File: src/rtl/cla_pkg.sv
// Shared constants and response type for the cla_arb adder-sharing slice.
package cla_pkg;

  localparam int unsigned CLA_W   = 5;
  localparam int unsigned CNT_W   = 16;
  // Wide enough for the largest legal requester count (8).
  localparam int unsigned ID_MAXW = 3;

  typedef struct packed {
    logic               valid;
    logic [ID_MAXW-1:0] id;
    logic [CLA_W-1:0]   sum;
    logic               cout;
  } cla_rsp_t;

endpackage

File: src/rtl/cla5.sv
// Combinational 5-bit carry-lookahead adder: {cout, sum} = a + b + cin.
module cla5
  import cla_pkg::*;
(
  input  logic [CLA_W-1:0] a,
  input  logic [CLA_W-1:0] b,
  input  logic             cin,
  output logic [CLA_W-1:0] sum,
  output logic             cout
);

  logic [CLA_W-1:0] g;
  logic [CLA_W-1:0] p;
  logic [CLA_W:0]   c;
  logic             term;

  // Each carry is a flat sum of generate terms gated by the propagates above them.
  always_comb begin
    g    = a & b;
    p    = a ^ b;
    c    = '0;
    c[0] = cin;
    term = 1'b0;
    for (int unsigned i = 0; i < CLA_W; i++) begin
      for (int unsigned j = 0; j <= i; j++) begin
        term = g[j];
        for (int unsigned k = j + 1; k <= i; k++) term = term & p[k];
        c[i+1] = c[i+1] | term;
      end
      term = cin;
      for (int unsigned k = 0; k <= i; k++) term = term & p[k];
      c[i+1] = c[i+1] | term;
    end
  end

  assign sum  = p ^ c[CLA_W-1:0];
  assign cout = c[CLA_W];

endmodule

File: src/rtl/cla_rr_pick.sv
// Combinational round-robin picker: first valid requester at or after ptr, wrapping.
module cla_rr_pick #(
  parameter int unsigned NREQ = 4,
  parameter int unsigned IDW  = 2
) (
  input  logic [NREQ-1:0] valid,
  input  logic [IDW-1:0]  ptr,
  output logic [NREQ-1:0] gnt,
  output logic [IDW-1:0]  idx,
  output logic            any
);

  int unsigned          k;
  logic [IDW-1:0]       kk;

  always_comb begin
    gnt = '0;
    idx = '0;
    any = 1'b0;
    k   = 0;
    kk  = '0;
    for (int unsigned off = 0; off < NREQ; off++) begin
      k = 32'(ptr) + off;
      if (k >= NREQ) k = k - NREQ;
      kk = IDW'(k);
      if (!any && valid[kk]) begin
        any     = 1'b1;
        gnt[kk] = 1'b1;
        idx     = kk;
      end
    end
  end

endmodule

File: src/rtl/cla_arb.sv
// Round-robin arbiter feeding one shared 5-bit CLA through a two-stage pipeline.
// Optional per-requester grant counters: define CLA_ARB_STATS_EN.
module cla_arb
  import cla_pkg::*;
#(
  parameter int unsigned NREQ = 4
) (
  input  logic                     CLK,
  input  logic                     RST_N,
  input  logic [NREQ-1:0]          req_valid,
  output logic [NREQ-1:0]          req_ready,
  input  logic [CLA_W*NREQ-1:0]    req_a,
  input  logic [CLA_W*NREQ-1:0]    req_b,
  input  logic [NREQ-1:0]          req_cin,
  output logic                     rsp_valid,
  output logic [$clog2(NREQ)-1:0]  rsp_id,
  output logic [CLA_W-1:0]         rsp_sum,
  output logic                     rsp_cout
`ifdef CLA_ARB_STATS_EN
  ,
  output logic [CNT_W*NREQ-1:0]    gnt_count
`endif
);

  localparam int unsigned IDW = $clog2(NREQ);

  logic [IDW-1:0]   ptr_q, ptr_d;
  logic [NREQ-1:0]  pick_gnt;
  logic [IDW-1:0]   pick_idx;
  logic             pick_any;
  logic             accept;

  logic             s1_valid_q, s1_valid_d;
  logic [CLA_W-1:0] s1_a_q, s1_a_d;
  logic [CLA_W-1:0] s1_b_q, s1_b_d;
  logic             s1_cin_q, s1_cin_d;
  logic [IDW-1:0]   s1_id_q, s1_id_d;

  cla_rsp_t         s2_q, s2_d;
  logic [CLA_W-1:0] add_sum;
  logic             add_cout;
  logic             unused_id_hi;

  cla_rr_pick #(
    .NREQ (NREQ),
    .IDW  (IDW)
  ) u_pick (
    .valid (req_valid),
    .ptr   (ptr_q),
    .gnt   (pick_gnt),
    .idx   (pick_idx),
    .any   (pick_any)
  );

  // Grants are masked while reset is held so no requester sees a handshake.
  assign accept    = pick_any & RST_N;
  assign req_ready = pick_gnt & {NREQ{RST_N}};

  always_comb begin
    ptr_d = ptr_q;
    if (accept) ptr_d = (pick_idx == IDW'(NREQ - 1)) ? '0 : pick_idx + 1'b1;
  end

  always_comb begin
    s1_valid_d = accept;
    s1_a_d     = s1_a_q;
    s1_b_d     = s1_b_q;
    s1_cin_d   = s1_cin_q;
    s1_id_d    = s1_id_q;
    if (accept) begin
      s1_id_d = pick_idx;
      for (int unsigned i = 0; i < NREQ; i++) begin
        if (pick_gnt[i]) begin
          s1_a_d   = req_a[i*CLA_W +: CLA_W];
          s1_b_d   = req_b[i*CLA_W +: CLA_W];
          s1_cin_d = req_cin[i];
        end
      end
    end
  end

  cla5 u_cla (
    .a    (s1_a_q),
    .b    (s1_b_q),
    .cin  (s1_cin_q),
    .sum  (add_sum),
    .cout (add_cout)
  );

  always_comb begin
    s2_d       = '0;
    s2_d.valid = s1_valid_q;
    s2_d.id    = ID_MAXW'(s1_id_q);
    s2_d.sum   = add_sum;
    s2_d.cout  = add_cout;
  end

  always_ff @(posedge CLK or negedge RST_N) begin
    if (!RST_N) begin
      ptr_q      <= '0;
      s1_valid_q <= 1'b0;
      s1_a_q     <= '0;
      s1_b_q     <= '0;
      s1_cin_q   <= 1'b0;
      s1_id_q    <= '0;
      s2_q       <= '0;
    end else begin
      ptr_q      <= ptr_d;
      s1_valid_q <= s1_valid_d;
      s1_a_q     <= s1_a_d;
      s1_b_q     <= s1_b_d;
      s1_cin_q   <= s1_cin_d;
      s1_id_q    <= s1_id_d;
      s2_q       <= s2_d;
    end
  end

  assign rsp_valid    = s2_q.valid;
  assign rsp_id       = s2_q.id[IDW-1:0];
  assign rsp_sum      = s2_q.sum;
  assign rsp_cout     = s2_q.cout;
  assign unused_id_hi = ^s2_q.id;

`ifdef CLA_ARB_STATS_EN
  logic [CNT_W-1:0] cnt_q [NREQ];
  logic [CNT_W-1:0] cnt_d [NREQ];

  // Saturating counters: stop at all-ones rather than wrapping.
  always_comb begin
    for (int unsigned i = 0; i < NREQ; i++) begin
      cnt_d[i] = cnt_q[i];
      if (accept && pick_gnt[i] && (cnt_q[i] != '1)) cnt_d[i] = cnt_q[i] + 1'b1;
    end
  end

  always_ff @(posedge CLK or negedge RST_N) begin
    if (!RST_N) begin
      for (int unsigned i = 0; i < NREQ; i++) cnt_q[i] <= '0;
    end else begin
      for (int unsigned i = 0; i < NREQ; i++) cnt_q[i] <= cnt_d[i];
    end
  end

  always_comb begin
    gnt_count = '0;
    for (int unsigned i = 0; i < NREQ; i++) gnt_count[i*CNT_W +: CNT_W] = cnt_q[i];
  end
`endif

endmodule

File: config.mk
export PLATFORM = sky130hd
export DESIGN_NAME = cla_arb
export DESIGN_NICKNAME = d
export VERILOG_FILES = /design/src/rtl/cla_pkg.sv /design/src/rtl/cla5.sv /design/src/rtl/cla_rr_pick.sv /design/src/rtl/cla_arb.sv
export SDC_FILE = /design/constraint.sdc
export NUM_CORES = 1
export LEC_CHECK = 0
export CORE_MARGIN = 2
export CORE_UTILIZATION = 31
export DETAILED_ROUTE_END_ITERATION = 6
export PLACE_DENSITY_LB_ADDON = 0.12
export SLEW_MARGIN = 30
export SYNTH_ARGS = -nofsm -noshare
export SYNTH_HDL_FRONTEND = slang
export SYNTH_HIERARCHICAL = 1
export SYNTH_SLANG_ARGS = --single-unit
export TNS_END_PERCENT = 20
File: constraint.sdc
create_clock -name CLK -period 3.5 [get_ports CLK]
set_input_delay 0.525 -clock CLK [delete_from_list [all_inputs] [get_ports CLK]]
set_output_delay 0.525 -clock CLK [all_outputs]
set_load 0.05 [all_outputs]
======== Word level (Yosys, flattened, before mapping) ========
Index checks and enable logic that the tools add are counted.
operators by class
  add/sub/neg operators ................... 8
  muxes and demuxes ....................... 45
  bitwise logic cells ..................... 38
  reductions and logical operators ........ 12
  $lt $le $gt $ge ......................... 12
  equal/unequal tests ..................... 1
operators with widths
  cell                                                                          number
  5-bit 2-to-1 mux                                                              8
  2-bit 2-to-1 mux                                                              9
  1-bit AND                                                                     16
  1-bit 2-to-1 mux                                                              16
  4-bit 2-to-1 mux                                                              4
  1-bit bitwise OR                                                              15
  2-bit by 3-bit less-than comparator with 1-bit output, second input constant  4
  4-bit bitwise OR                                                              3
  5-bit bitwise XOR                                                             2
  3-bit >= comparator, second input constant                                    3
  1-bit binary-select mux with 2-bit select                                     4
  1-bit demux with 2-bit select                                                 4
  2-bit by 1-bit >= comparator with 1-bit output, second input constant         4
  2-bit by 1-bit subtractor with 2-bit output, second input constant            4
  1-bit logical AND                                                             7
  2-bit by 2-bit adder with 3-bit output, second input constant                 2
  5-bit AND                                                                     1
  4-bit AND                                                                     1
  4-bit nonzero test                                                            1
  2-bit by 1-bit adder with 3-bit output, second input constant                 1
  2-bit by 3-bit >= comparator with 1-bit output, second input constant         1
  1-bit logical NOT                                                             3
  2-bit by 1-bit adder with 2-bit output, second input constant                 1
  2-bit equality test, second input constant                                    1
  2-bit AND reduction                                                           1
word-level totals
  register bits after elaboration ......... 25
  input port bits ......................... 50

======== Longest topological paths before layout ========
Gate-level depths: netlist (run 1).
  word-level depth ........................ 18
  depth in mapped cells ................... 13

======== Modules after synthesis ========
The synthesis (run 1) kept the hierarchy.
modules (own cells, without submodules)
  module       area an instance (um^2)  times used  cells an instance
  cla_arb      1,189.9                  1           90
  cla_rr_pick  421.7                    1           45
  cla5         198.9                    1           20

======== Least setup slack after synthesis (run 1) ========
OpenSTA, ideal clock, no wires.
  kind .................................... register to output
  start ................................... register ptr_q[0]
  end ..................................... output port req_ready[3]
  slack ................................... 0.161 ns
  cell stages (with the launch flop) ...... 11
  data arrival time ....................... 2.814 ns
  path buffers ............................ 3
  required time ........................... 2.975 ns
  path through ............................ dfrtp_1 -> buf_6 -> inv_1 -> ha_1 -> mux4_2 -> buf_6 -> and2b_2 -> a22oi_1 -> o21ai_0 -> clkbuf_1 -> and2_1
between the ends
  longest elaborated chain between the ends .. 15
  elaborated cells on any way between the ends .. 60
  those cells by class .................... 7 x add/sub; 12 x order compare; 27 x mux; 4 x bitwise; 10 x reduce/logical
ends and longest elaborated chain
  what                                                                                             line               RTL
  from (decl)                                                                                      cla_arb.sv:27      logic [IDW-1:0] ptr_q, ptr_d;
  from (signal assigned)                                                                           cla_arb.sv:108     ptr_q <= ptr_d;
  parallel branches: the longest is 13 deep, another holds 2-bit by 1-bit adder with 3-bit output  --
  4-bit 2-to-1 mux *                                                                               cla_rr_pick.sv:26  if (!any && valid[kk]) begin
  named net pick_gnt[3]                                                                            cla_arb.sv:28      logic [NREQ-1:0] pick_gnt;
  4-bit AND *                                                                                      cla_arb.sv:57      assign req_ready = pick_gnt & {NREQ{RST_N}};
  to (decl)                                                                                        cla_arb.sv:11      output logic [NREQ-1:0] req_ready,
Mark *: on every way through the listed nets, which the timed path passes. The select of a mux whose other input is x is not followed.

======== Final worst setup path (run 1) ========
  start ................................... input port req_valid[2]
  end ..................................... output port req_ready[3]
between the ends
  longest elaborated chain between the ends .. 13
  elaborated cells on any way between the ends .. 25
  those cells by class .................... 15 x mux; 4 x bitwise; 6 x reduce/logical
ends and longest elaborated chain
  what                                       line               RTL
  from (decl)                                cla_arb.sv:10      input logic [NREQ-1:0] req_valid,
  1-bit binary-select mux with 2-bit select  cla_rr_pick.sv:26
  1-bit 2-to-1 mux (not written as such)     cla_rr_pick.sv:26
  1-bit 2-to-1 mux                           cla_rr_pick.sv:26
  1-bit logical NOT                          cla_rr_pick.sv:26
  1-bit logical AND                          cla_rr_pick.sv:26
  1-bit 2-to-1 mux                           cla_rr_pick.sv:26
  1-bit logical NOT                          cla_rr_pick.sv:26
  1-bit logical AND                          cla_rr_pick.sv:26
  1-bit 2-to-1 mux                           cla_rr_pick.sv:26
  1-bit logical NOT                          cla_rr_pick.sv:26
  1-bit logical AND                          cla_rr_pick.sv:26
  4-bit 2-to-1 mux *                         cla_rr_pick.sv:26
  named net pick_gnt[3]                      cla_arb.sv:28
  4-bit AND *                                cla_arb.sv:57
The timed path passes the listed nets; every way through them passes the cells marked *. The select of a mux whose other input is x is not followed.

==> summary.txt, run 1 <==
Outcome
  • Status: finished clean

Synth
  • Yosys reg bits: 25
  • Synth Instances: 155
  • Post-synthesis sequential area ratio: 0.346
  • Avg Inst Size Synth: 11.7 um2
  • Cell area after synthesis: 1810 um2
  • Synth top area share: 0.346
  • Async SR Flop Fraction: 1.00
  • Most common cell in the netlist: dfrtp_1
  • Syn nets: 218
  • Ys Warns: 6
  • Most frequent cells after synthesis: dfrtp_1, inv_1, ha_1, mux2i_1, a222oi_1
  • Synth top area cells: dfrtp_1, ha_1, mux2i_1
  • Largest area contributor in the netlist: dfrtp_1
  • Yosys cell types: 41
  • Post-synth EDFFs: 0
  • Post-synth top flop: dfrtp_1

Routing
  • Vias per cell: 5.02
  • Routed WL: 4.63 mm
  • Post-route ant nets: 0
  • 1st-pass router iterations: 7
  • Wire length per cell: 15.3 um
  • Iter 0 DRT Violations: 59
  • Via Count: 1,515
  • # DRC: 0

Floorplan
  • Core Area: 5570 um2
  • Initial Util: 0.325
  • Rows: 27
  • Full die area: 6470 um2
  • Die Width: 80.4 um
  • Die Height: 80.4 um
  • Boundary pin count: 63

Clock network
  • CTS Buf Count: 3
  • Clock root cell: clkbuf_8
  • Worst-path clk slew: 0.08 ns
  • Clock sink count: 25
  • TritonCTS clock tree: built
  • Clock Latency Late Sink: 0.26 ns
  • # H-tree levels: 1
  • Longest Clk Path Bufs: 2

STA
  • Slew margin rel.: 0.428
  • Clk_skew: 0.00460 ns
  • Highest Clock Rate: 301 MHz
  • Setup ws final: 0.180 ns
  • Final setup violation count: 0
  • Post-layout min period: 3.32 ns
  • Fin. Hold Viols: 0
  • Setup_tns: 0 ns
  • Crit share post-route: 0.949
  • Slew Viols, Final: 0
  • Worst-Margin Slew: 0.857 ns

Cells and area
  • Ant. Diodes: 0
  • Area Overhead vs Synth: 47.8%
  • Fin util: 0.480
  • Nets: 294
  • Finished Layout Cells: 302
  • Fill cells: 533
  • Layout cell share with drive strength beyond 1: 0.213

Setup path
  • CP required: 2.97 ns
  • Critical path launch point type: primary input
  • Worst setup EP type: output pin
  • Critical path type: in2out
  • Crit Path Max Fanout: 6
  • Crit path DAT: 2.79 ns

Global routing
  • GR Overflow Total: 0
  • Initial antenna violation count: 0
  • Total global-route track usage: 0.147
  • Largest net degree at the start of global routing: 15
  • Vias in the first global route: 1,640
  • First-pass GRT wire length: 7.62 mm

Power
  • Final total power: 2.95 mW
  • Leak Pwr: 1.16 nW
  • Max IR drop VDD: 0.411 mV
  • PwrDens: 1100 nW/um2

Hold path
  • Worst hold path type: reg2reg

Placement
  • Worst slack at placement: -0.0486 ns
  • HPWL Detailed: 3.75 mm
  • DP Cell Count: 294
  • Buffers on Ports: 62
  • Final RePlAce weighted congestion: 0.858

Run
  • Max-Cap Viols: 0
==> registers in the layout, summed over array words and instances, names as in the netlist <==
register	count
s1_cin_q	1
s1_a_q	5
s1_b_q	5
rsp_sum	5
ptr_q	2
s1_valid_q	1
rsp_cout	1
rsp_valid	1
rsp_id	2
s1_id_q	2
==> cell type report <==
cell class              instances  area (um2)  area share
flip-flops and latches         25         627       0.234
inverters                      15        56.3      0.0210
clock buffers                   3        41.3      0.0154
well taps                      72        90.1      0.0337
clock inverters                 1        5.00     0.00187
repair buffers                 79         788       0.295
multi-input cells             107        1070       0.399
==> final timing paths <==
check / cells past startpoint / slack, ns / startpoint / to
worst max-delay path: 7 / 0.18 / req_valid[2] / req_ready[3]
worst min-delay path: 0 / 0.35 / s1_valid_q / rsp_valid
worst max register to register: 9 / 0.32 / ptr_q[0] / s1_b_q[0]
worst min register to register: 0 / 0.35 / s1_valid_q / rsp_valid
max in group asynchronous: 2 / 2.34 / RST_N / s1_a_q[4]
min in group asynchronous: 1 / 0.59 / RST_N / s1_a_q[0]
==> per-stage QoR <==
step	hold slack (ns)	area, um2
6_report	0.354	2680
5_1_grt	0.362	2680
4_1_cts	0.357	2650
3_5_place_dp	0.337	2600
3_3_place_gp	0.334	2600
2_1_floorplan	0.229	1810
==> critical path, stage by stage <==
cell	delay, ns
clkdlybuf4s50_1	0.48
mux4_2	0.58
nor4b_4	0.42
a22oi_1	0.13
o21ai_1	0.27
and2_1	0.24
buf_12	0.14
==> placed cells by master, fill, tap and decap left out, types with 4 or more instances in the layout <==
| master | instances |
|---|---|
| inv_1 | 15 |
| a222oi_1 | 10 |
| mux2i_1 | 12 |
| and2_1 | 4 |
| buf_4 | 17 |
| buf_12 | 4 |
| clkdlybuf4s50_1 | 58 |
| nor2_1 | 6 |
| mux2_2 | 7 |
| ha_1 | 12 |
| a22oi_1 | 8 |
| dfrtp_1 | 24 |
| mux2_4 | 8 |
==> power by group <==
part | internal [mW] | switching (mW)
Clock | 0.0793 | 0.0863
Sequential | 0.451 | 0.0832
Combinational | 1.10 | 1.15
Total | 1.63 | 1.32
==> logic make-up after synthesis <==
| family | count (synthesis) | share of synthesized area |
|---|---|---|
| XOR/XNOR | 4 | 0.0194 |
| flip-flops | 25 | 0.346 |
| adder cells (fa/ha/maj) | 13 | 0.0940 |
| buffers and inverters | 23 | 0.0622 |
| AO/OA/AOI/OAI | 35 | 0.162 |
| multiplexers | 32 | 0.236 |
| AND/OR/NAND/NOR | 23 | 0.0802 |
==> metal layers <==
metal | track usage | vias to the layer above | share of wire
met2 | 0.262 | 50 | 0.49
met3 | 0.00899 | 6 | 0.050
met4 | 0.0390 | 0 | 0.015
met1 | 0.193 | 724 | 0.44
met5 | 0 | - | 0
li1 | - | 735 | -
==> repair_timing <==
action / 4_1_cts / 5_1_grt
endpoints found under the setup margin: 0 / 11
hold buffers: 0 / 0
buffers inserted: 0 / 4
gates resized for setup: 0 / 2
No activity file was read; power rests on OpenSTA's default activity.
==> inputs of run 2 (changes only) <==
--- a/config.mk
+++ b/config.mk
@@ -6,7 +6,7 @@
 export NUM_CORES = 1
 export LEC_CHECK = 0
 export CORE_MARGIN = 2
-export CORE_UTILIZATION = 31
+export CORE_UTILIZATION = 30
 export DETAILED_ROUTE_END_ITERATION = 6
 export PLACE_DENSITY_LB_ADDON = 0.12
 export SLEW_MARGIN = 30
==> run 2 against run 1 <==
Compared with the run above:
- non-clock buffer count fell by 6
- worst hold slack better by 0.0069 ns
- core utilization down 3.0 points
- routed wire length down 0.15%
- worst setup slack got worse by 0.0032 ns
- clock power about the same
==> summary.txt, run 2 (synthesis results as in run 1) <==
Cells and area
  • Most common cell after layout, fill and taps aside: clkdlybuf4s50_1 (unchanged)
  • Commonest non-fill, non-tap cells in the layout: clkdlybuf4s50_1, dfrtp_1, inv_1 (was clkdlybuf4s50_1, dfrtp_1, buf_4)
  • Fill cells: 568 (was 533)
  • Ant. Diodes: 0 (unchanged)
  • Nets: 288 (was 294)
  • Layout cell share with drive strength beyond 1: 0.192 (was 0.213)
  • Finished Layout Cells: 299 (was 302)
  • Area Overhead vs Synth: 46.2% (was 47.8%)

Setup path
  • CP Cell Sequence: clkdlybuf4s50_1 -> mux4_2 -> nor4b_4 -> buf_4 -> a22oi_1 -> o21ai_0 -> buf_4 -> and2_1 -> buf_12 (was clkdlybuf4s50_1 -> mux4_2 -> nor4b_4 -> a22oi_1 -> o21ai_1 -> and2_1 -> buf_12)
  • Origin of the worst setup path: req_valid[3] (was req_valid[2])
  • Crit path DAT: 2.80 ns (was 2.79 ns)
  • RR Startpoint: ptr_q[0] (unchanged)
  • CP required: 2.97 ns (about the same)
  • Critical path launch point type: primary input (unchanged)
  • Worst path top cell family by delay: buffers and inverters (was simple AND/OR/NAND/NOR gates)
  • WP depth: 9 (was 7)
  • Worst setup EP type: output pin (unchanged)
  • Crit Path Max Fanout: 14 (was 6)
  • Crit path top cell by count: buf_4
  • R2R Setup Slk: 0.35 ns (was 0.32 ns)
  • Critical Path Sink: req_ready[3] (unchanged)
  • Slowest-stage cell, CP: mux4_2 (unchanged)
  • Worst path bufs/invs: 4 (was 2)
  • Critical path type: in2out (unchanged)
  • Max stage delay on crit path: 0.55 ns (was 0.58 ns)
  • R2R cell count: 11 (was 9)
  • RR Endpoint: s1_b_q[3] (was s1_b_q[0])

STA
  • Fin Hold WS: 0.361 ns (was 0.354 ns)
  • Setup ws final: 0.177 ns (was 0.180 ns)
  • Highest Clock Rate: 301 MHz (about the same)
  • Unrepaired setup endpoints after global routing: false
  • Slew margin rel.: 0.478 (was 0.428)
  • Post-layout min period: 3.32 ns (about the same)
  • Fin. Hold Viols: 0 (unchanged)
  • Final setup violation count: 0 (unchanged)
  • Setup_tns: 0 ns (unchanged)
  • Clk_skew: 0.00330 ns (was 0.00460 ns)
  • Crit share post-route: 0.949 (about the same)
  • Slew Viols, Final: 0 (unchanged)
  • Worst-Margin Slew: 0.780 ns (was 0.857 ns)

Power
  • Clock group share of total power: 0.057 (was 0.056)
  • Cell Int Power: 1.57 mW (was 1.63 mW)
  • Max IR drop VDD: 0.514 mV (was 0.411 mV)
  • Switching power: 1.29 mW (was 1.32 mW)
  • Comb pwr share: 0.755 (was 0.763)
  • Final total power: 2.87 mW (was 2.95 mW)
  • PwrDens: 1080 nW/um2 (was 1100 nW/um2)
  • Leak Pwr: 1.13 nW (was 1.16 nW)
  • Reg power frac: 0.188 (was 0.181)
  • Sw Share: 0.451 (was 0.447)

Placement
  • HPWL Detailed: 3.92 mm (was 3.75 mm)
  • Final RePlAce weighted congestion: 0.864 (was 0.858)
  • DP Cell Count: 295 (was 294)
  • Worst slack at placement: -0.0311 ns (was -0.0486 ns)
  • Buffers on Ports: 62 (unchanged)

Global routing
  • First-pass GRT wire length: 7.11 mm (was 7.62 mm)
  • Largest net degree at the start of global routing: 18 (was 15)
  • Total global-route track usage: 0.138 (was 0.147)
  • Met1 Track Usage GR: 0.155 (was 0.193)
  • Initial antenna violation count: 0 (unchanged)
  • GR peak layer: met2 (unchanged)
  • Vias in the first global route: 1,585 (was 1,640)
  • GRT met2 Usage: 0.269 (was 0.262)
  • GR Overflow Total: 0 (unchanged)
  • GRT met3 Usage: 0.0143 (was 0.00899)

Clock network
  • Post_cts resized: 0 (unchanged)
  • CTS Buf Count: 3 (unchanged)
  • # H-tree levels: 1 (unchanged)
  • Worst-path clk slew: 0.08 ns (about the same)
  • Setup bufs post-CTS: 0 (unchanged)
  • Longest Clk Path Bufs: 2 (unchanged)
  • Clock sink count: 25 (unchanged)
  • TritonCTS clock tree: built (unchanged)
  • Clock root cell: clkbuf_8 (unchanged)
  • Clock Latency Late Sink: 0.26 ns (about the same)
  • Hold Buf Count CTS: 0 (unchanged)

Floorplan
  • Die Height: 81.7 um (was 80.4 um)
  • Rows: 28 (was 27)
  • Full die area: 6670 um2 (was 6470 um2)
  • Boundary pin count: 63 (unchanged)
  • Core Area: 5890 um2 (was 5570 um2)
  • Die Width: 81.7 um (was 80.4 um)
  • Initial Util: 0.308 (was 0.325)

Routing
  • Routed WL: 4.62 mm (was 4.63 mm)
  • Wire length per cell: 15.5 um (was 15.3 um)
  • Vias per cell: 5.04 (was 5.02)
  • Via Count: 1,506 (was 1,515)
  • # DRC: 0 (unchanged)
  • Iter 0 DRT Violations: 71 (was 59)
  • Post-route ant nets: 0 (unchanged)
  • 1st-pass router iterations: 4 (was 7)

Outcome
  • Status: finished clean (unchanged)

Hold path
  • Worst hold path type: reg2reg (unchanged)

Run
  • Max-Cap Viols: 0 (unchanged)
-- run 2: power by group through the flow --
| stage | combinational (mW) | sequential (mW) | clock (mW) |
|---|---|---|---|
| floorplan | 1.41 | 0.702 | 0 |
| global placement | 2.12 | 0.539 | 0 |
| detailed placement | 2.17 | 0.546 | 0 |
| CTS | 2.18 | 0.542 | 0.174 |
| global route | 2.36 | 0.558 | 0.189 |
| finish | 2.17 | 0.539 | 0.164 |
-- run 2: stage by stage --
step                       util  area (um2)
after floorplan               -        1810
after global placement    0.442        2600
after detailed placement  0.442        2600
after CTS                 0.450        2650
after global routing      0.450        2650
final                     0.450        2650
-- run 2: worst min-delay path by stage --
stage	cells past startpoint	start	slack (ns)	end
3_5_place_dp	0	s1_valid_q	0.34	rsp_valid
5_1_grt	0	s1_valid_q	0.37	rsp_valid
2_1_floorplan	0	RST_N	0.23	ptr_q[0]
4_1_cts	0	s1_valid_q	0.36	rsp_valid
3_3_place_gp	0	s1_valid_q	0.33	rsp_valid
6_report	0	s1_valid_q	0.36	rsp_valid
-- run 2: cell type report --
class	instances	area [um2]	area share
clock inverters	1	5.00	0.00189
flip-flops and latches	25	627	0.237
inverters	15	56.3	0.0213
clock buffers	3	41.3	0.0156
multi-input cells	107	1070	0.404
repair buffers	73	756	0.285
well taps	75	93.8	0.0354
-- run 2: metal layers --
| layer | vias to the layer above | share of wire | wire (um) |
|---|---|---|---|
| met5 | - | 0 | 0 |
| met2 | 32 | 0.57 | 2620 |
| met4 | 0 | 0.010 | 46 |
| li1 | 727 | - | - |
| met3 | 2 | 0.026 | 118 |
| met1 | 745 | 0.40 | 1840 |
-- run 2: worst reg2reg max path, cell delays in order (launching register included) --
cell and delay, ns:
dfrtp_2 0.44, inv_1 0.08, ha_1 0.35, mux4_2 0.37, nor4b_4 0.31, buf_4 0.18, a22oi_1 0.06, o21ai_0 0.11
buf_4 0.16, nor2b_1 0.58, a222oi_1 0.22, mux2i_1 0.21
==> edit 1, RTL diff (config.mk and constraints of run 1) <==
Build with the macro `CLA_ARB_STATS_EN` defined.
--- a/src/rtl/cla_arb.sv
+++ b/src/rtl/cla_arb.sv
@@ -1,5 +1,7 @@
 // Round-robin arbiter feeding one shared 5-bit CLA through a two-stage pipeline.
 // Optional per-requester grant counters: define CLA_ARB_STATS_EN.
+`define CLA_ARB_STATS_EN
+
 module cla_arb
   import cla_pkg::*;
 #(
Behaviour (old outputs only; new: gnt_count): unchanged (Yosys induction, for registers that start in step).
==> edit 1 against run 1 <==
Sequential power grew to 2.8 times the old value. Critical endpoint is now req_ready[2]. Total power is 93% higher. Sequential cell count up 64. Non-clock buffer count grew 68. Via count rose to 2.7 times the old value. Count of clock-buffer cells in the layout grew 8. Clock power rose to 5.9 times the old value. Area after synthesis grew to 2.8 times the old value. Critical path depth grew 1. Cell area grew to 2.6 times the old value. Wire length grew to 2.7 times the old value. Setup slack worse by 0.11 ns.
==> edit 1: results (changes against run 1) <==
| Metric | Value |
|---|---|
| Status | `finished, final reports clean (unchanged)` |
| Routed len/inst | `14.7 um (was 15.3 um)` |
| Arr. time, crit path | `2.90 ns (was 2.79 ns)` |
| Critical R2R Capture | `gnt_count[12] (was s1_b_q[0])` |
| GRT met2 Usage | `0.239 (was 0.262)` |
| Root buf cell | `clkbuf_16 (was clkbuf_8)` |
| #FFs+latches synth | `89 (was 25)` |
| Post-synth top cells | `dfrtp_1, xor2_1, nand2_1 (was dfrtp_1, inv_1, ha_1, mux2i_1, a222oi_1)` |
| Met3 wire len | `652 um (was 232 um)` |
| Critical Path Max Stage Delay | `0.55 ns (was 0.58 ns)` |
| DP Wirelength | `9100 um (was 3750 um)` |
| H-tree depth | `3 (was 1)` |
| Top cells by area, synth | `dfrtp_1, xor2_1, mux2i_1, ha_1, mux2_2 (was dfrtp_1, ha_1, mux2i_1, mux2_4, a222oi_1)` |
| Pwr/cell area | `818 nW/um2 (was 1100 nW/um2)` |
| Nets | `683 (was 294)` |
| FF-to-FF setup slack | `0.41 ns (was 0.32 ns)` |
| Met1 usage | `0.192 (was 0.193)` |
| Maximum root-to-sink buffer count | `2 (unchanged)` |
| Seq/Total Area, Yosys | `0.446 (was 0.346)` |
| Fin Clk Skew | `0.00460 ns (about the same)` |
| Vias | `4101 (was 1515)` |
| TritonCTS Buffers | `9 (was 3)` |
| Iter 0 DRT Violations | `206 (was 59)` |
| Filler cell count in the final layout | `1505 (was 533)` |
| Met3 GRT Util | `0.0407 (was 0.00899)` |
| Fin cells | `837 (was 302)` |
| Synth cell types | `55 (was 41)` |
| Total track usage | `0.148 (was 0.147)` |
| Worst slew pin tran | `0.645 ns (was 0.857 ns)` |
| Worst-skew pair later-pin latency | `0.35 ns (was 0.26 ns)` |
| Clock Pin Slew Worst Setup and Hold Paths | `0.06 ns (was 0.08 ns)` |
| Largest register FFs | `64` |
| Ys Warns | `6 (unchanged)` |
| Drt first pass iters | `4 (was 7)` |
| CP Max Fanout | `24 (was 6)` |
| P_leak | `2.95 nW (was 1.16 nW)` |
| Final Wtd Congestion | `0.830 (was 0.858)` |
| First-pass GRT wire length | `19900 um (was 7620 um)` |
| Placed cells | `817 (was 294)` |
| Ant. Diodes | `0 (unchanged)` |
| Delay-heaviest family, CP | `buffers and inverters (was simple AND/OR/NAND/NOR gates)` |
| Port bufs | `126 (was 62)` |
| Largest net degree at the start of global routing | `52 (was 15)` |
| Post-Syn Nets | `541 (was 218)` |
| Async set-reset flop share out of synthesis | `1.00 (unchanged)` |
| Top Metal Used | `met4 (unchanged)` |
| Placed Area | `6610 um2 (was 2600 um2)` |
| Met2 wire length | `5790 um (was 2270 um)` |
| Worst hold path class | `primary input to asynchronous set/reset pin (was flip-flop to flip-flop)` |
| M1 WL | `5620 um (was 2060 um)` |
| Reg2Reg Depth | `11 (was 9)` |
| Layout cell share with drive strength beyond 1 | `0.122 (was 0.213)` |
| Worst vdd ir | `0.000453 V (was 0.000411 V)` |
| Initial antenna violation count | `0 (unchanged)` |
| Syn Area/Cell | `10.5 um2 (was 11.7 um2)` |
| Vias in the first global route | `4025 (was 1640)` |
-- edit 1: how the worst max path moves through the flow --
stage                       from       endpoint  depth (start not counted)
global route        req_valid[3]   req_ready[0]                          9
CTS                 req_valid[3]   req_ready[2]                          8
global placement    req_valid[0]  gnt_count[41]                          9
floorplan               ptr_q[0]   req_ready[3]                         11
detailed placement  req_valid[3]  gnt_count[47]                          9
finish              req_valid[3]   req_ready[2]                          8
-- edit 1: area by class of cell --
class,count,area (um2),share of cell area
clock buffers,11,243,0.0349
clock inverters,5,53.8,0.00774
inverters,12,45.0,0.00648
multi-input cells,357,2650,0.381
flip-flops and latches,89,2230,0.320
well taps,216,270,0.0389
repair buffers,147,1460,0.211
-- edit 1: report_power, final --
part	internal [mW]	switching, mW	leakage [nW]	total, mW
Sequential	1.29	0.228	1.15	1.52
Clock	0.572	0.404	0.150	0.976
Combinational	1.34	1.85	1.65	3.19
Total	3.21	2.48	2.95	5.69
-- edit 1: metrics by stage --
stage / setup slack, ns / hold slack, ns / utilization
floorplan: 0.0758 / 0.229 / -
CTS: 0.0697 / 0.112 / 0.436
global placement: 0.0771 / 0.338 / 0.418
global route: -0.0288 / 0.124 / 0.439
detailed placement: 0.0206 / 0.342 / 0.418
finish: 0.0743 / 0.110 / 0.439
-- edit 1: cell families (layout without fill, tap and decap cells) --
kind of cell             after synthesis  after routing  share of synthesized area
AND/OR/NAND/NOR                      181            181                      0.210
flip-flops                            89             89                      0.446
AO/OA/AOI/OAI                         64             64                     0.0820
XOR/XNOR                              54             54                     0.0948
multiplexers                          41             41                     0.0970
buffers and inverters                 28            175                     0.0263
adder cells (fa/ha/maj)               17             17                     0.0441
-- edit 1: repair_timing --
action | in CTS | in global routing
buffers inserted | 0 | 4
resized for setup | 0 | 5
endpoints found under the setup margin | 0 | 4
==> edit 2, RTL diff (settings of run 1) <==
Without the edit above. `NREQ` is set to 4 in 2 places; all go to 2.
--- a/src/rtl/cla_rr_pick.sv
+++ b/src/rtl/cla_rr_pick.sv
@@ -1,6 +1,6 @@
 // Combinational round-robin picker: first valid requester at or after ptr, wrapping.
 module cla_rr_pick #(
-  parameter int unsigned NREQ = 4,
+  parameter int unsigned NREQ = 2,
   parameter int unsigned IDW  = 2
 ) (
   input  logic [NREQ-1:0] valid,
--- a/src/rtl/cla_arb.sv
+++ b/src/rtl/cla_arb.sv
@@ -3,7 +3,7 @@
 module cla_arb
   import cla_pkg::*;
 #(
-  parameter int unsigned NREQ = 4
+  parameter int unsigned NREQ = 2
 ) (
   input  logic                     CLK,
   input  logic                     RST_N,
Ports: changed (6 resized); port bits go from 63 to 36. No check against the original RTL was run, so the function may have changed too.
==> edit 2 against run 1 <==
Sequential share of layout area increased by 9.9 points. Wire length decreased by 61%. Cell area decreased by 38%. Clock power increased by 40%. Sequential cell count decreased by 3. Area after synthesis decreased by 35%. Sequential power decreased by 31%. Global-route usage decreased by 5.2 points. Cell count decreased by 45%. Setup slack improved by 0.97 ns. Total power decreased by 62%.
==> edit 2: results (changes against run 1) <==
| Metric | Value |
|---|---|
| Status | `finished, final reports clean (unchanged)` |
| Port bufs | `35 (was 62)` |
| Pre-CTS worst setup slack | `0.916 ns (was -0.0486 ns)` |
| Worst path slowest cell | `clkdlybuf4s50_1 (was mux4_2)` |
| Critical R2R Capture | `s1_b_q[0] (unchanged)` |
| Reg power frac | `0.331 (was 0.181)` |
| Arr. time, crit path | `1.82 ns (was 2.79 ns)` |
| Slew HR | `0.615 (was 0.428)` |
| Async set-reset flop share out of synthesis | `1.00 (unchanged)` |
| Post-synth top cells | `dfrtp_1, mux2_4, ha_1 (was dfrtp_1, inv_1, ha_1, mux2i_1, a222oi_1)` |
| Area fraction in compound gates after synthesis | `0.0689 (was 0.162)` |
| FF-to-FF setup slack | `1.62 ns (was 0.32 ns)` |
| Drt first pass iters | `4 (was 7)` |
| Critical R2R Launch | `ptr_q (was ptr_q[0])` |
| Initial antenna violation count | `0 (unchanged)` |
| DR vias/cell | `4.36 (was 5.02)` |
| TritonCTS Buffers | `3 (unchanged)` |
| First-pass GRT wire length | `3090 um (was 7620 um)` |
| Reg2Reg Depth | `5 (was 9)` |
| Total track usage | `0.0954 (was 0.147)` |
| Comb group | `0.516 mW (was 2.25 mW)` |
| CP Capture Point | `req_ready[1] (was req_ready[3])` |
| Vias in the first global route | `708 (was 1640)` |
| Post-Syn Nets | `112 (was 218)` |
| Post-Synth Adder-Cell Area | `0.0806 (was 0.0940)` |
| Fin worst setup slack | `1.15 ns (was 0.180 ns)` |
| Routed len/inst | `10.9 um (was 15.3 um)` |
| P_leak | `0.758 nW (was 1.16 nW)` |
| Seq/Total Area, Yosys | `0.467 (was 0.346)` |
| Psw | `0.385 mW (was 1.32 mW)` |
| Iter 0 DRT Violations | `7 (was 59)` |
| Nets | `152 (was 294)` |
| CP Max Fanout | `13 (was 6)` |
| Synth cell types | `23 (was 41)` |
| Layout cell share with drive strength beyond 1 | `0.297 (was 0.213)` |
| Top cells by area, synth | `dfrtp_1, mux2_4, ha_1, mux2_2, xnor2_1 (was dfrtp_1, ha_1, mux2i_1, mux2_4, a222oi_1)` |
| Final Wtd Congestion | `0.724 (was 0.858)` |
| Critical Path Max Stage Delay | `0.52 ns (was 0.58 ns)` |
| Fin Clk Skew | `0.00290 ns (was 0.00460 ns)` |
| Mux share of post-synthesis cell area | `0.288 (was 0.236)` |
| Worst hold path class | `flip-flop to flip-flop (unchanged)` |
| Synth Area in XOR/XNOR | `0.0297 (was 0.0194)` |
| DP Wirelength | `1430 um (was 3750 um)` |
| Worst vdd ir | `0.000192 V (was 0.000411 V)` |
| Crit path from | `req_valid[1] (was req_valid[2])` |
| Root buf cell | `clkbuf_8 (unchanged)` |
| Largest net degree at the start of global routing | `19 (was 15)` |
edit 2: cell types whose count changed after synthesis, moves of 6 or more:
cell / run 1 / this run
ha_1: 12 / 6
mux2_4: 8 / 19
a222oi_1: 10 / 0
inv_1: 15 / 4
mux2i_1: 12 / 1
a22oi_1: 8 / 0
edit 2: kinds of logic after synthesis:
kind of cell	after synthesis
mux	24
simple gates	7
compound gates	9
flops	22
xor+xnor	4
fa+ha+maj	7
buf+inv	6
edit 2: how the worst min path moves through the flow:
stage,from,slack [ns],to
finish,s1_valid_q,0.36,rsp_valid
global route,s1_valid_q,0.38,rsp_valid
CTS,s1_valid_q,0.37,rsp_valid
detailed placement,s1_valid_q,0.35,rsp_valid
global placement,s1_valid_q,0.34,rsp_valid
floorplan,RST_N,0.23,ptr_q
edit 2: per-layer routing:
metal / vias up / wire length, um / track usage
met3: 2 / 115 / 0.0223
li1: 354 / - / -
met2: 24 / 825 / 0.155
met5: - / 0 / 0
met1: 344 / 827 / 0.115
met4: 0 / 34 / 0.0547
edit 2: layout make-up:
type                    instances  area [um2]
clock buffers                   3        41.3
repair buffers                 37         360
fillers                       354        2010
inverters                       4        15.0
multi-input cells              51         596
flip-flops and latches         22         551
well taps                      48        60.1
clock inverters                 1        30.0
edit 2: stage by stage:
step / total power [mW] / instances / util / area (um2)
2_1_floorplan: 0.748 / 79 / - / 1180
3_5_place_dp: 0.900 / 162 / 0.432 / 1580
3_3_place_gp: 0.892 / 162 / 0.432 / 1580
6_report: 1.12 / 166 / 0.451 / 1650
5_1_grt: 1.19 / 166 / 0.451 / 1650
4_1_cts: 1.14 / 166 / 0.451 / 1650
edit 2: critical path, delay by kind of cell:
kind | cells | cell delay (ns)
simple gates | 1 | 0.17
compound gates | 1 | 0.17
buf+inv | 3 | 0.95
